<file path="src/rtl/control_turnos.sv">
// control_turnos: turn controller for a two-player 3x3 board game.
// Ports:
//   clk, reset                sync active-high reset
//   inicio                    start/restart request (ignored mid-game)
//   jugadaN_valida/_celda     move request and cell 0-8 of player N
//   registro_salida/_escribe  {jugador,celda} board word + write strobe
//   turno                     01 J1, 10 J2, 00 no turn open
//   jugada_rechazada          pulse for an illegal move by the turn owner
//   ganador                   00 none, 01 J1, 10 J2, 11 tie
//   juego_activo              high while a game is in progress
//   contador_jugadas          accepted moves in the current game
module control_turnos #(
   parameter int JUGADOR_INICIAL = 1,
   parameter int TIEMPO_TURNO    = 100
) (
   input  logic       clk,
   input  logic       reset,
   input  logic       inicio,
   input  logic       jugada1_valida,
   input  logic [3:0] jugada1_celda,
   input  logic       jugada2_valida,
   input  logic [3:0] jugada2_celda,
   output logic [5:0] registro_salida,
   output logic       registro_escribe,
   output logic [1:0] turno,
   output logic       jugada_rechazada,
   output logic [1:0] ganador,
   output logic       juego_activo,
   output logic [3:0] contador_jugadas
);

   localparam int TW = (TIEMPO_TURNO > 2) ? $clog2(TIEMPO_TURNO) : 1;
   localparam logic [TW-1:0] T_FIN =
      TW'((TIEMPO_TURNO > 0) ? TIEMPO_TURNO - 1 : 0);
   localparam logic T_ON = (TIEMPO_TURNO != 0);
   localparam logic [1:0] J_INI =
      (JUGADOR_INICIAL == 2) ? 2'b10 : 2'b01;

   typedef enum logic [2:0] {
      ESPERA,
      TURNO_J1,
      TURNO_J2,
      ESCRIBE,
      FIN
   } estado_t;

   estado_t       estado_q;
   logic [8:0]    mask1_q, mask2_q;
   logic [TW-1:0] timer_q;
   logic [1:0]    dueno_q;
   logic [5:0]    salida_q;
   logic          escribe_q;
   logic [1:0]    turno_q;
   logic          rech_q;
   logic [1:0]    ganador_q;
   logic          activo_q;
   logic [3:0]    cuenta_q;

   logic [1:0]    jug;
   logic          valida;
   logic [3:0]    celda;
   logic [8:0]    celda_oh;
   logic          legal;
   logic          vence;
   logic          gana;
   logic [8:0]    mask1_d, mask2_d;
   logic [3:0]    cuenta_d;

   function automatic logic tres_en_linea(input logic [8:0] m);
      return (&m[2:0]) | (&m[5:3]) | (&m[8:6])
           | (m[0] & m[3] & m[6])
           | (m[1] & m[4] & m[7])
           | (m[2] & m[5] & m[8])
           | (m[0] & m[4] & m[8])
           | (m[2] & m[4] & m[6]);
   endfunction

   // Only the turn owner's request is looked at.
   always_comb begin
      jug    = 2'b00;
      valida = 1'b0;
      celda  = 4'd0;
      unique case (estado_q)
         TURNO_J1: begin
            jug    = 2'b01;
            valida = jugada1_valida;
            celda  = jugada1_celda;
         end
         TURNO_J2: begin
            jug    = 2'b10;
            valida = jugada2_valida;
            celda  = jugada2_celda;
         end
         default: ;
      endcase
   end

   // A shift past bit 8 yields zero, so out-of-range cells have no
   // one-hot bit and never alias onto a real square.
   assign celda_oh = 9'd1 << celda;
   assign legal    = valida && (celda <= 4'd8) &&
                     ((celda_oh & (mask1_q | mask2_q)) == 9'd0);
   assign vence    = T_ON && (timer_q == T_FIN);
   assign mask1_d  = mask1_q | (jug[0] ? celda_oh : 9'd0);
   assign mask2_d  = mask2_q | (jug[1] ? celda_oh : 9'd0);
   assign cuenta_d = cuenta_q + 4'd1;
   assign gana     = tres_en_linea(dueno_q[1] ? mask2_q : mask1_q);

   always_ff @(posedge clk) begin
      if (reset) begin
         estado_q  <= ESPERA;
         mask1_q   <= '0;
         mask2_q   <= '0;
         timer_q   <= '0;
         dueno_q   <= 2'b00;
         salida_q  <= 6'd0;
         escribe_q <= 1'b0;
         turno_q   <= 2'b00;
         rech_q    <= 1'b0;
         ganador_q <= 2'b00;
         activo_q  <= 1'b0;
         cuenta_q  <= 4'd0;
      end else begin
         escribe_q <= 1'b0;
         rech_q    <= 1'b0;
         unique case (estado_q)
            ESPERA, FIN: begin
               if (inicio) begin
                  mask1_q   <= '0;
                  mask2_q   <= '0;
                  cuenta_q  <= 4'd0;
                  ganador_q <= 2'b00;
                  timer_q   <= '0;
                  activo_q  <= 1'b1;
                  turno_q   <= J_INI;
                  estado_q  <= J_INI[1] ? TURNO_J2 : TURNO_J1;
               end
            end
            TURNO_J1, TURNO_J2: begin
               if (legal) begin
                  // A legal move in the expiry cycle still wins.
                  estado_q  <= ESCRIBE;
                  escribe_q <= 1'b1;
                  salida_q  <= {jug, celda};
                  mask1_q   <= mask1_d;
                  mask2_q   <= mask2_d;
                  cuenta_q  <= cuenta_d;
                  dueno_q   <= jug;
                  turno_q   <= 2'b00;
               end else begin
                  rech_q <= valida;
                  if (vence) begin
                     estado_q <= jug[0] ? TURNO_J2 : TURNO_J1;
                     turno_q  <= {jug[0], jug[1]};
                     timer_q  <= '0;
                  end else begin
                     timer_q <= timer_q + 1'b1;
                  end
               end
            end
            ESCRIBE: begin
               // Win takes precedence over a full board.
               if (gana) begin
                  estado_q  <= FIN;
                  ganador_q <= dueno_q;
                  activo_q  <= 1'b0;
               end else if (cuenta_q == 4'd9) begin
                  estado_q  <= FIN;
                  ganador_q <= 2'b11;
                  activo_q  <= 1'b0;
               end else begin
                  estado_q <= dueno_q[0] ? TURNO_J2 : TURNO_J1;
                  turno_q  <= {dueno_q[0], dueno_q[1]};
                  timer_q  <= '0;
               end
            end
            default: estado_q <= ESPERA;
         endcase
      end
   end

   assign registro_salida  = salida_q;
   assign registro_escribe = escribe_q;
   assign turno            = turno_q;
   assign jugada_rechazada = rech_q;
   assign ganador          = ganador_q;
   assign juego_activo     = activo_q;
   assign contador_jugadas = cuenta_q;

endmodule
</file>
<file path="config.mk">
export PLATFORM = sky130hd
export DESIGN_NAME = control_turnos
export DESIGN_NICKNAME = d
export VERILOG_FILES = /design/src/rtl/control_turnos.sv
export SDC_FILE = /design/constraint.sdc
export NUM_CORES = 1
export LEC_CHECK = 0
export ABC_AREA = 1
export CAP_MARGIN = 20
export CORE_MARGIN = 2
export CORE_UTILIZATION = 50
export DETAILED_ROUTE_END_ITERATION = 7
export PLACE_DENSITY = 0.75
export SYNTH_ARGS = -nofsm -noshare
export SYNTH_HDL_FRONTEND = slang
export SYNTH_SLANG_ARGS = --single-unit
</file>
<file path="constraint.sdc">
create_clock -name clk -period 1.8 [get_ports clk]
set_input_delay 0.36 -clock clk [delete_from_list [all_inputs] [get_ports clk]]
set_output_delay 0.36 -clock clk [all_outputs]
set_load 0.005 [all_outputs]
</file>
==> results of run 1 <==
==> final cells by class <==
type / count / area, µm² / area share
inverters: 42 / 173 / 0.0450
clock inverters: 1 / 8.76 / 0.00228
multi-input cells: 262 / 1690 / 0.441
repair buffers: 92 / 890 / 0.232
flip-flops and latches: 45 / 911 / 0.238
clock buffers: 6 / 72.6 / 0.0189
well taps: 70 / 87.6 / 0.0228
==> metal layers <==
layer  up-vias  global-route usage  routed length [µm]
li1       1379                   -                   -
met1      1413               0.321                3310
met2       141               0.423                4290
met3        32              0.0355                 584
met4         0              0.0982                 299
met5         -                   0                   0
==> worst min-delay path by stage <==
| stage | to | slack [ns] | cells after the start |
|---|---|---|---|
| CTS | juego_activo | 0.46 | 2 |
| detailed placement | juego_activo | 0.44 | 2 |
| floorplan | juego_activo | 0.44 | 2 |
| global placement | juego_activo | 0.43 | 2 |
| global route | juego_activo | 0.47 | 2 |
| finish | juego_activo | 0.45 | 2 |
==> state kept, by name, summed over array words and instances (netlist names) <==
signal            flops
dueno_q               2
registro_escribe      1
jugada_rechazada      1
estado_q              3
turno                 2
ganador               2
juego_activo          1
mask2_q               9
contador_jugadas      4
timer_q               7
mask1_q               9
registro_salida       4
==> cells in the final DEF (no fill, tap or decap), types with 5 or more instances in the layout <==
| cell | n |
|---|---|
| inv_2 | 10 |
| nor2_4 | 10 |
| clkbuf_8 | 5 |
| nand2_4 | 6 |
| a21oi_2 | 27 |
| nand2_2 | 13 |
| buf_4 | 49 |
| inv_1 | 27 |
| a31oi_1 | 17 |
| nand4_1 | 12 |
| buf_6 | 7 |
| nand3_2 | 10 |
| clkdlybuf4s50_1 | 24 |
| xor2_1 | 6 |
| a21oi_1 | 13 |
| nand2_1 | 66 |
| nor2_1 | 27 |
| o21ai_0 | 7 |
| or2_2 | 7 |
| o21ai_1 | 5 |
| dfxtp_1 | 41 |
| nor3_1 | 5 |
| nand3_1 | 9 |
==> metrics by stage <==
step | hold WS, ns | power [µW]
CTS | 0.455 | 4410
global placement | 0.432 | 3360
detailed placement | 0.443 | 3390
floorplan | 0.442 | 2560
finish | 0.451 | 4870
global route | 0.474 | 5100
==> cell families after synthesis <==
kind of cell / after synthesis / synth area share
simple gates: 173 / 0.312
xor+xnor: 6 / 0.0203
fa+ha+maj: 3 / 0.0145
compound gates: 80 / 0.197
flops: 45 / 0.347
buf+inv: 57 / 0.109
==> what timing repair did <==
action,CTS,global route
gates resized for setup,39,64
gates cloned,2,1
buffers inserted,18,1
setup endpoints to repair,45,45
hold endpoints to repair,0,0
pin swaps,33,49
hold buffers,0,0
==> worst min-delay path, delay by kind of cell (launching register included) <==
family                 cells  cell delay (ns)
AO/OA/AOI/OAI              1             0.05
buffers and inverters      1             0.05
flip-flops                 1             0.32
==> power by group <==
group          internal, µW  switching [µW]  total [µW]  leakage, µW
Clock                   270             356         625    0.0000412
Sequential             1140             126        1260     0.000367
Combinational          1300            1690        2980      0.00116
==> flow_summary.toml, run 1 <==
[run_status]
outcome = "finished with violations"
violations = "setup timing"

[critical_path]
worstPathRequired_ns = 2.04
critical_path.top_delay_family = "simple AND/OR/NAND/NOR gates"
cp-endpoint = "timer_q[6]"
critPathKind = "reg -> reg"
path_depth = 13
slowest_stage = "dfxtp_2"
max_stage_delay_ns = 0.35
rr_startpoint = "dueno_q[1]"
crit_top_cell = "nand2_1"
reg2reg_to = "timer_q[6]"
crit_chain = "buf_12 -> nand2_1 -> nand2_2 -> nand2_1 -> o21ai_0 -> nand2_1 -> nand4_4 -> o21ai_4 -> nand2_2 -> inv_4 -> buf_6 -> nand3_2 -> a21oi_2"
r2r_slack_ns = -0.30
crit_start = "dueno_q[1]"
critPathMaxFanout = 14
ff2ff_path_depth = 13
critPathBufInv = 3
endpoint_kind = "flip-flop"
start_kind = "flip-flop"
arrival_ns = 2.35

[logic_synthesis]
synth.cell_area_um2 = 2590
yosysMostFrequentCell = "nand2_1"
yosys.area.top_type_share = 0.347
yosys_warnings = 0
async_flop_share = 0
synth_area_leader_cell = "dfxtp_1"
synth_common_cells = "nand2_1, dfxtp_1, nor2_1, inv_1"
yosysSeqAreaShare = 0.347
synth_enable_flop_cells = 0
synth_cell_types = 33
synth_area_leaders = "dfxtp_1, nand2_1, a21oi_2"
syn_inst = 364
syn-mean-instance-area_um2 = 7.12
synthFlopType = "dfxtp_1"
syn_nets = 380
ys_ff_latch = 45

[floorplan]
die_h_um = 76.0
design.die.area_um2 = 5780
core_um2 = 5040
num_io_pins = 30
die_w_um = 76.0
initial_core_util = 0.514
rows = 26

[cells_and_area]
syn2layout_area_growth_pct = 47.9
drive_above_1_share = 0.386
stdcell_area_um2 = 3830
instances_no_fill = 518
antenna_cells = 0
fill_cells = 327
layout.nets = 464
fin_util = 0.761

[route]
drt_iter0_markers = 291
drc = 0
vias_per_cell = 5.72
vias = 2965
drt-total-wl_mm = 8.48
firstDrtPassIters = 5
antenna_left = 0
wire_per_inst_um = 16.4

[power_and_ir_drop]
peakVddDrop_mv = 0.605
p_per_area_nw_per_um2 = 1270
power_leakage_uw = 0.00157

[timing]
period_share = 1.17
finalHoldViolCount = 0
clock_skew_ns = 0.00747
final.setup.tns_ns = -8.42
setup-violations-final = 45
post-route-min-period_ns = 2.10
max_freq_mhz = 475
slew_viol_final = 0
slew_headroom = 0.617
grt_setup_unrepaired = "yes"
finalWorstSetupSlack_ns = -0.305
worst_pin_slew_ns = 0.572

[cts]
cts_sinks = 45
cts_tree = "built"
clock_tree.root_cell = "clkbuf_8"
cts_buffers = 5
clk_latency_ns = 0.30
cts.htree.levels = 2
cts_buffer_depth = 2
clkSlewWorstSetupHoldPaths_ns = 0.09

[global_route]
grt_pass1_wl_mm = 12.0
grt_pass1_vias = 2691
track_usage = 0.249
grt_overflow = 0
grt_max_degree = 29
antenna_found_initial = 0

[min_path]
holdCritPathClass = "reg -> reg"
min_from = "juego_activo"

[placed_design]
placed_cells = 492
place_area_um2 = 3220
gp_congestion = 0.837
dp_hpwl_mm = 4.71
pre_cts_ws_ns = -0.501
port_buffers = 29

[run]
cap_violations = 0
(Power assumes the default switching activity.)
==> inputs of run 2 (changes only) <==
--- a/config.mk
+++ b/config.mk
@@ -5,12 +5,10 @@
 export SDC_FILE = /design/constraint.sdc
 export NUM_CORES = 1
 export LEC_CHECK = 0
-export ABC_AREA = 1
 export CAP_MARGIN = 20
-export CORE_MARGIN = 2
 export CORE_UTILIZATION = 50
 export DETAILED_ROUTE_END_ITERATION = 7
-export PLACE_DENSITY = 0.75
+export PLACE_DENSITY = 0.76
 export SYNTH_ARGS = -nofsm -noshare
 export SYNTH_HDL_FRONTEND = slang
 export SYNTH_SLANG_ARGS = --single-unit
==> flow_summary.toml, run 2 <==
[run_status]
outcome = "finished with violations"
violations = "DRC, setup timing"

[floorplan]
num_io_pins = 30
design.die.area_um2 = 5070
initial_core_util = 0.536
die_w_um = 71.2
rows = 24
die_h_um = 71.2
core_um2 = 4470

[logic_synthesis]
async_flop_share = 0
yosys.area.top_type_share = 0.376
synthFlopType = "dfxtp_1"
syn_inst = 279
syn_nets = 295
synth_cell_types = 54
synth.cell_area_um2 = 2400
synth_common_cells = "dfxtp_1, nand2_1, nor2_1, o21ai_0, nand3_1"
synth_xor_xnor_area_share = 0
ys_ff_latch = 45
synth_area_leader_cell = "dfxtp_1"
syn-mean-instance-area_um2 = 8.59
synth_fa_ha_area_frac = 0.0157
yosys_warnings = 0
synth_top_family_by_area = "compound AO/OA/AOI/OAI gates"
synth_compound_area_frac = 0.268
yosysSeqAreaShare = 0.376
synth_simple_gate_area_share = 0.254
synth_enable_flop_cells = 0
synth_area_leaders = "dfxtp_1, nand2_1, nand3b_1"
yosysMostFrequentCell = "dfxtp_1"
synth_mux_area_frac = 0.0418

[cells_and_area]
final_common_cell = "buf_4"
syn2layout_area_growth_pct = 44.8
fin_util = 0.775
final_cell_mix = "buf_4, dfxtp_1, nand2_1, clkdlybuf4s50_1, nor2_1"
drive_above_1_share = 0.316
fill_cells = 307
stdcell_area_um2 = 3470
layout.nets = 379
reg.largest.list = "mask1_q x9, mask2_q x9, timer_q x7"
antenna_cells = 0

[power_and_ir_drop]
p_per_area_nw_per_um2 = 1230
p_int_uw = 2650
p_switching_uw = 1610
peakVddDrop_mv = 0.767
swShare = 0.378
power_leakage_uw = 0.00131
p_total_uw = 4260
power_frac_comb = 0.519
clkPwrFrac = 0.189
sequentialPowerShare = 0.292

[route]
antenna_left = 0
wire_per_inst_um = 16.8
drt_iter0_markers = 222
drc = 3
vias_per_cell = 6.13
vias = 2551
drt-total-wl_mm = 7.00
firstDrtPassIters = 7

[cts]
clock_tree.root_cell = "clkbuf_8"
cts.htree.levels = 2
cts_hold_buf = 0
cts_buffer_depth = 2
cts_buffers = 5
clkSlewWorstSetupHoldPaths_ns = 0.09
cts_sinks = 45
cts_tree = "built"
clk_latency_ns = 0.30

[critical_path]
critPathBufInv = 1
slowest_stage = "clkdlybuf4s50_1"
endpoint_kind = "flip-flop"
crit_chain = "clkdlybuf4s50_1 -> nand3b_1 -> a21o_1 -> nand4_1 -> or3_4 -> a211o_4 -> o211ai_1 -> a41o_1"
start_kind = "input pin"
critical_path.top_delay_family = "compound AO/OA/AOI/OAI gates"
critPathMaxFanout = 6
worstPathRequired_ns = 2.04
critPathKind = "in -> reg"
max_stage_delay_ns = 0.41
arrival_ns = 2.60

[placed_design]
port_buffers = 29
gp_congestion = 0.930
pre_cts_ws_ns = -0.931
dp_hpwl_mm = 4.91
place_area_um2 = 3180

[timing]
max_freq_mhz = 423
finalHoldViolCount = 0
slew_headroom = 0.649
grt_setup_unrepaired = "yes"
worst_pin_slew_ns = 0.524
clock_skew_ns = 0.00626
whs_ns = 0.473
finalWorstSetupSlack_ns = -0.564
setup-violations-final = 42
post-route-min-period_ns = 2.36
slew_viol_final = 0
period_share = 1.31

[min_path]
holdCritPathClass = "reg -> reg"

[global_route]
grt_pass1_wl_mm = 11.4
antenna_found_initial = 0
grt_pass1_vias = 2329
track_usage = 0.288
grt_max_degree = 22
grt_overflow = 0

[run]
cap_violations = 0
==> run 2: final cells by class <==
type	instances	area, µm²	share of cell area
well taps	52	65.1	0.0188
repair buffers	90	797	0.230
inverters	7	26.3	0.00757
multi-input cells	214	1550	0.447
clock buffers	7	86.3	0.0249
flip-flops and latches	45	915	0.264
clock inverters	1	30.0	0.00865
==> run 2: power by group through the flow <==
stage | combinational (µW) | sequential (µW) | clock [µW]
finish | 2210 | 1250 | 805
global route | 2370 | 1260 | 849
CTS | 2120 | 1250 | 807
detailed placement | 1900 | 1250 | 0
global placement | 1880 | 1240 | 0
floorplan | 1130 | 1220 | 0
==> run 2: logic make-up after synthesis <==
group,after synthesis
and+or+nand+nor,118
AOI/OAI and AO/OA,84
DFF,45
buffers and inverters,20
muxes,9
adders and majority gates,3
==> run 2: per-stage QoR <==
stage / std cells / setup TNS [ns]
after floorplan: 279 / -11.62
after global placement: 404 / -32.79
after detailed placement: 404 / -33.17
after CTS: 415 / -17.14
after global routing: 416 / -23.07
final: 416 / -19.35
==> run 2: layer usage <==
metal,up-vias,part of all wire,track usage
li1,1219,-,-
met1,1226,0.46,0.400
met2,96,0.46,0.466
met3,10,0.063,0.0520
met4,0,0.013,0.0733
met5,-,0,0
==> run 2: tightest hold or removal path, stage by stage (launching register included) <==
cell	delay [ns]
dfxtp_1	0.32
nand2_1	0.05
mux2i_1	0.06
==> run 2: path summary, 6_finish.rpt <==
path / startpoint / endpoint / slack (ns) / cells after the start
worst max register to register: estado_q[1] / estado_q[0] / -0.56 / 7
worst min-delay path: turno[0] / turno[0] / 0.47 / 2
worst max-delay path: jugada2_celda[0] / estado_q[0] / -0.56 / 8
worst min register to register: turno[0] / turno[0] / 0.47 / 2
==> run 2: timing repair <==
action,CTS,global route
buffers inserted,3,1
pin swaps,11,7
setup endpoints to repair,45,43
gates resized for setup,28,10
==> inputs of run 3 (changes only) <==
--- a/config.mk
+++ b/config.mk
@@ -7,8 +7,9 @@
 export LEC_CHECK = 0
 export CAP_MARGIN = 20
 export CORE_UTILIZATION = 50
+export CTS_CLUSTER_SIZE = 28
 export DETAILED_ROUTE_END_ITERATION = 7
-export PLACE_DENSITY = 0.76
+export PLACE_DENSITY_LB_ADDON = 0.15
 export SYNTH_ARGS = -nofsm -noshare
 export SYNTH_HDL_FRONTEND = slang
 export SYNTH_SLANG_ARGS = --single-unit
==> flow_summary.toml, run 3 (synthesis results as in run 2) <==
[run_status]
outcome = "finished with violations"
violations = "DRC, setup timing"

[global_route]
grt_pass1_vias = 2610
grt_pass1_wl_mm = 13.2
grt_max_degree = 21
use_met3 = 0.0633
grt_overflow = 0
top_usage_layer = "met2"
grt_use_met1 = 0.437
track_usage = 0.335
grtUsageMet2 = 0.544
antenna_found_initial = 0

[timing]
period_share = 1.41
setup-violations-final = 44
slew_viol_final = 0
clock_skew_ns = 0.00757
grt_setup_unrepaired = "yes"
post-route-min-period_ns = 2.53
slew_headroom = 0.605
max_freq_mhz = 395
whs_ns = 0.489
finalHoldViolCount = 0
worst_pin_slew_ns = 0.590
finalWorstSetupSlack_ns = -0.732

[cts]
cts_sinks = 45
cts_buffers = 5
clkSlewWorstSetupHoldPaths_ns = 0.09
clk_latency_ns = 0.31
cts.htree.levels = 2
cts_buffer_depth = 2
cts_tree = "built"
clock_tree.root_cell = "clkbuf_8"

[power_and_ir_drop]
p_int_uw = 3010
p_switching_uw = 1950
clkPwrFrac = 0.186
power_frac_comb = 0.562
sequentialPowerShare = 0.252
p_per_area_nw_per_um2 = 1290
p_total_uw = 4960
power_leakage_uw = 0.00149
peakVddDrop_mv = 0.924
swShare = 0.392

[critical_path]
critPathMaxFanout = 7
start_kind = "input pin"
arrival_ns = 2.73
endpoint_kind = "flip-flop"
worstPathRequired_ns = 2.00
critPathKind = "in -> reg"

[route]
firstDrtPassIters = 8
wire_per_inst_um = 20.6
vias_per_cell = 6.68
antenna_left = 0
drt_iter0_markers = 457
drc = 3
vias = 2945
drt-total-wl_mm = 9.07

[cells_and_area]
drive_above_1_share = 0.401
final_cell_mix = "buf_4, dfxtp_1, nand2_1, clkdlybuf4s50_1, nor2_1"
fin_util = 0.859
layout.nets = 404
ff_latch_area_um2 = 922
antenna_cells = 0
instances_no_fill = 441
multiInputGateArea_um2 = 1700
reg.largest.list = "mask1_q x9, mask2_q x9, timer_q x7"
syn2layout_area_growth_pct = 60.3
fill_cells = 210
final_common_cell = "buf_4"

[placed_design]
dp_hpwl_mm = 4.86
pre_cts_ws_ns = -0.975
gp_congestion = 0.931
port_buffers = 29
placed_cells = 409

[floorplan]
die_h_um = 71.2
initial_core_util = 0.536
design.die.area_um2 = 5070
core_um2 = 4470
rows = 24
num_io_pins = 30
die_w_um = 71.2

[run]
cap_violations = 0

[min_path]
holdCritPathClass = "reg -> reg"
run 3: cell count changes in the layout (fill, tap and decap cells not counted), sizes merged:
cell,before,now
clkinv,0,1
buf,61,86
clkbuf,7,5
bufinv,1,2
run 3: worst max-delay path: stages:
cell and delay (ns):
clkdlybuf4s50_1 0.45, nand3b_1 0.14, buf_4 0.19, a21oi_4 0.16
buf_4 0.14, a2bb2oi_2 0.13, o211ai_1 0.10, buf_4 0.17
a211oi_4 0.30, buf_4 0.21, nor4_1 0.06, a311o_1 0.32
run 3: timing repair:
action	in CTS	in global routing
hold endpoints to repair	0	0
cloned	0	1
setup buffers	13	11
hold buffers	0	0
resized for setup	45	38
pin swaps	21	14
setup endpoints to repair	44	44
run 3: area by class of cell:
| type | instances | area share |
|---|---|---|
| flip-flops and latches | 45 | 0.240 |
| multi-input cells | 214 | 0.443 |
| inverters | 7 | 0.00684 |
| clock inverters | 3 | 0.0169 |
| well taps | 52 | 0.0169 |
| clock buffers | 5 | 0.0179 |
| repair buffers | 115 | 0.258 |
run 3: path summary, 6_finish.rpt:
path / start / endpoint / slack [ns] / cells after the start
hold reg to reg: timer_q[1] / timer_q[1] / 0.49 / 2
hold / removal: timer_q[1] / timer_q[1] / 0.49 / 2
setup reg to reg: estado_q[0] / timer_q[6] / -0.73 / 10
setup / recovery: jugada1_celda[0] / timer_q[6] / -0.73 / 12
run 3: power groups by stage:
stage | Clock [µW] | Sequential [µW] | Combinational, µW
finish | 920 | 1250 | 2790
global route | 973 | 1270 | 2900
CTS | 924 | 1230 | 2300
detailed placement | 0 | 1250 | 1870
global placement | 0 | 1250 | 1860
floorplan | 0 | 1220 | 1130
run 3: metrics by stage:
stage          cell area [µm²]  TNS, ns
6_report                  3840   -25.80
5_1_grt                   3840   -27.98
4_1_cts                   3600   -17.66
3_5_place_dp              3190   -35.35
3_3_place_gp              3190   -33.90
2_1_floorplan             2440   -11.62
run 3: routing by layer:
metal / routed length (µm) / vias up
met5: 0 / -
met4: 392 / 0
met3: 860 / 50
met2: 4210 / 219
met1: 3600 / 1401
li1: - / 1275
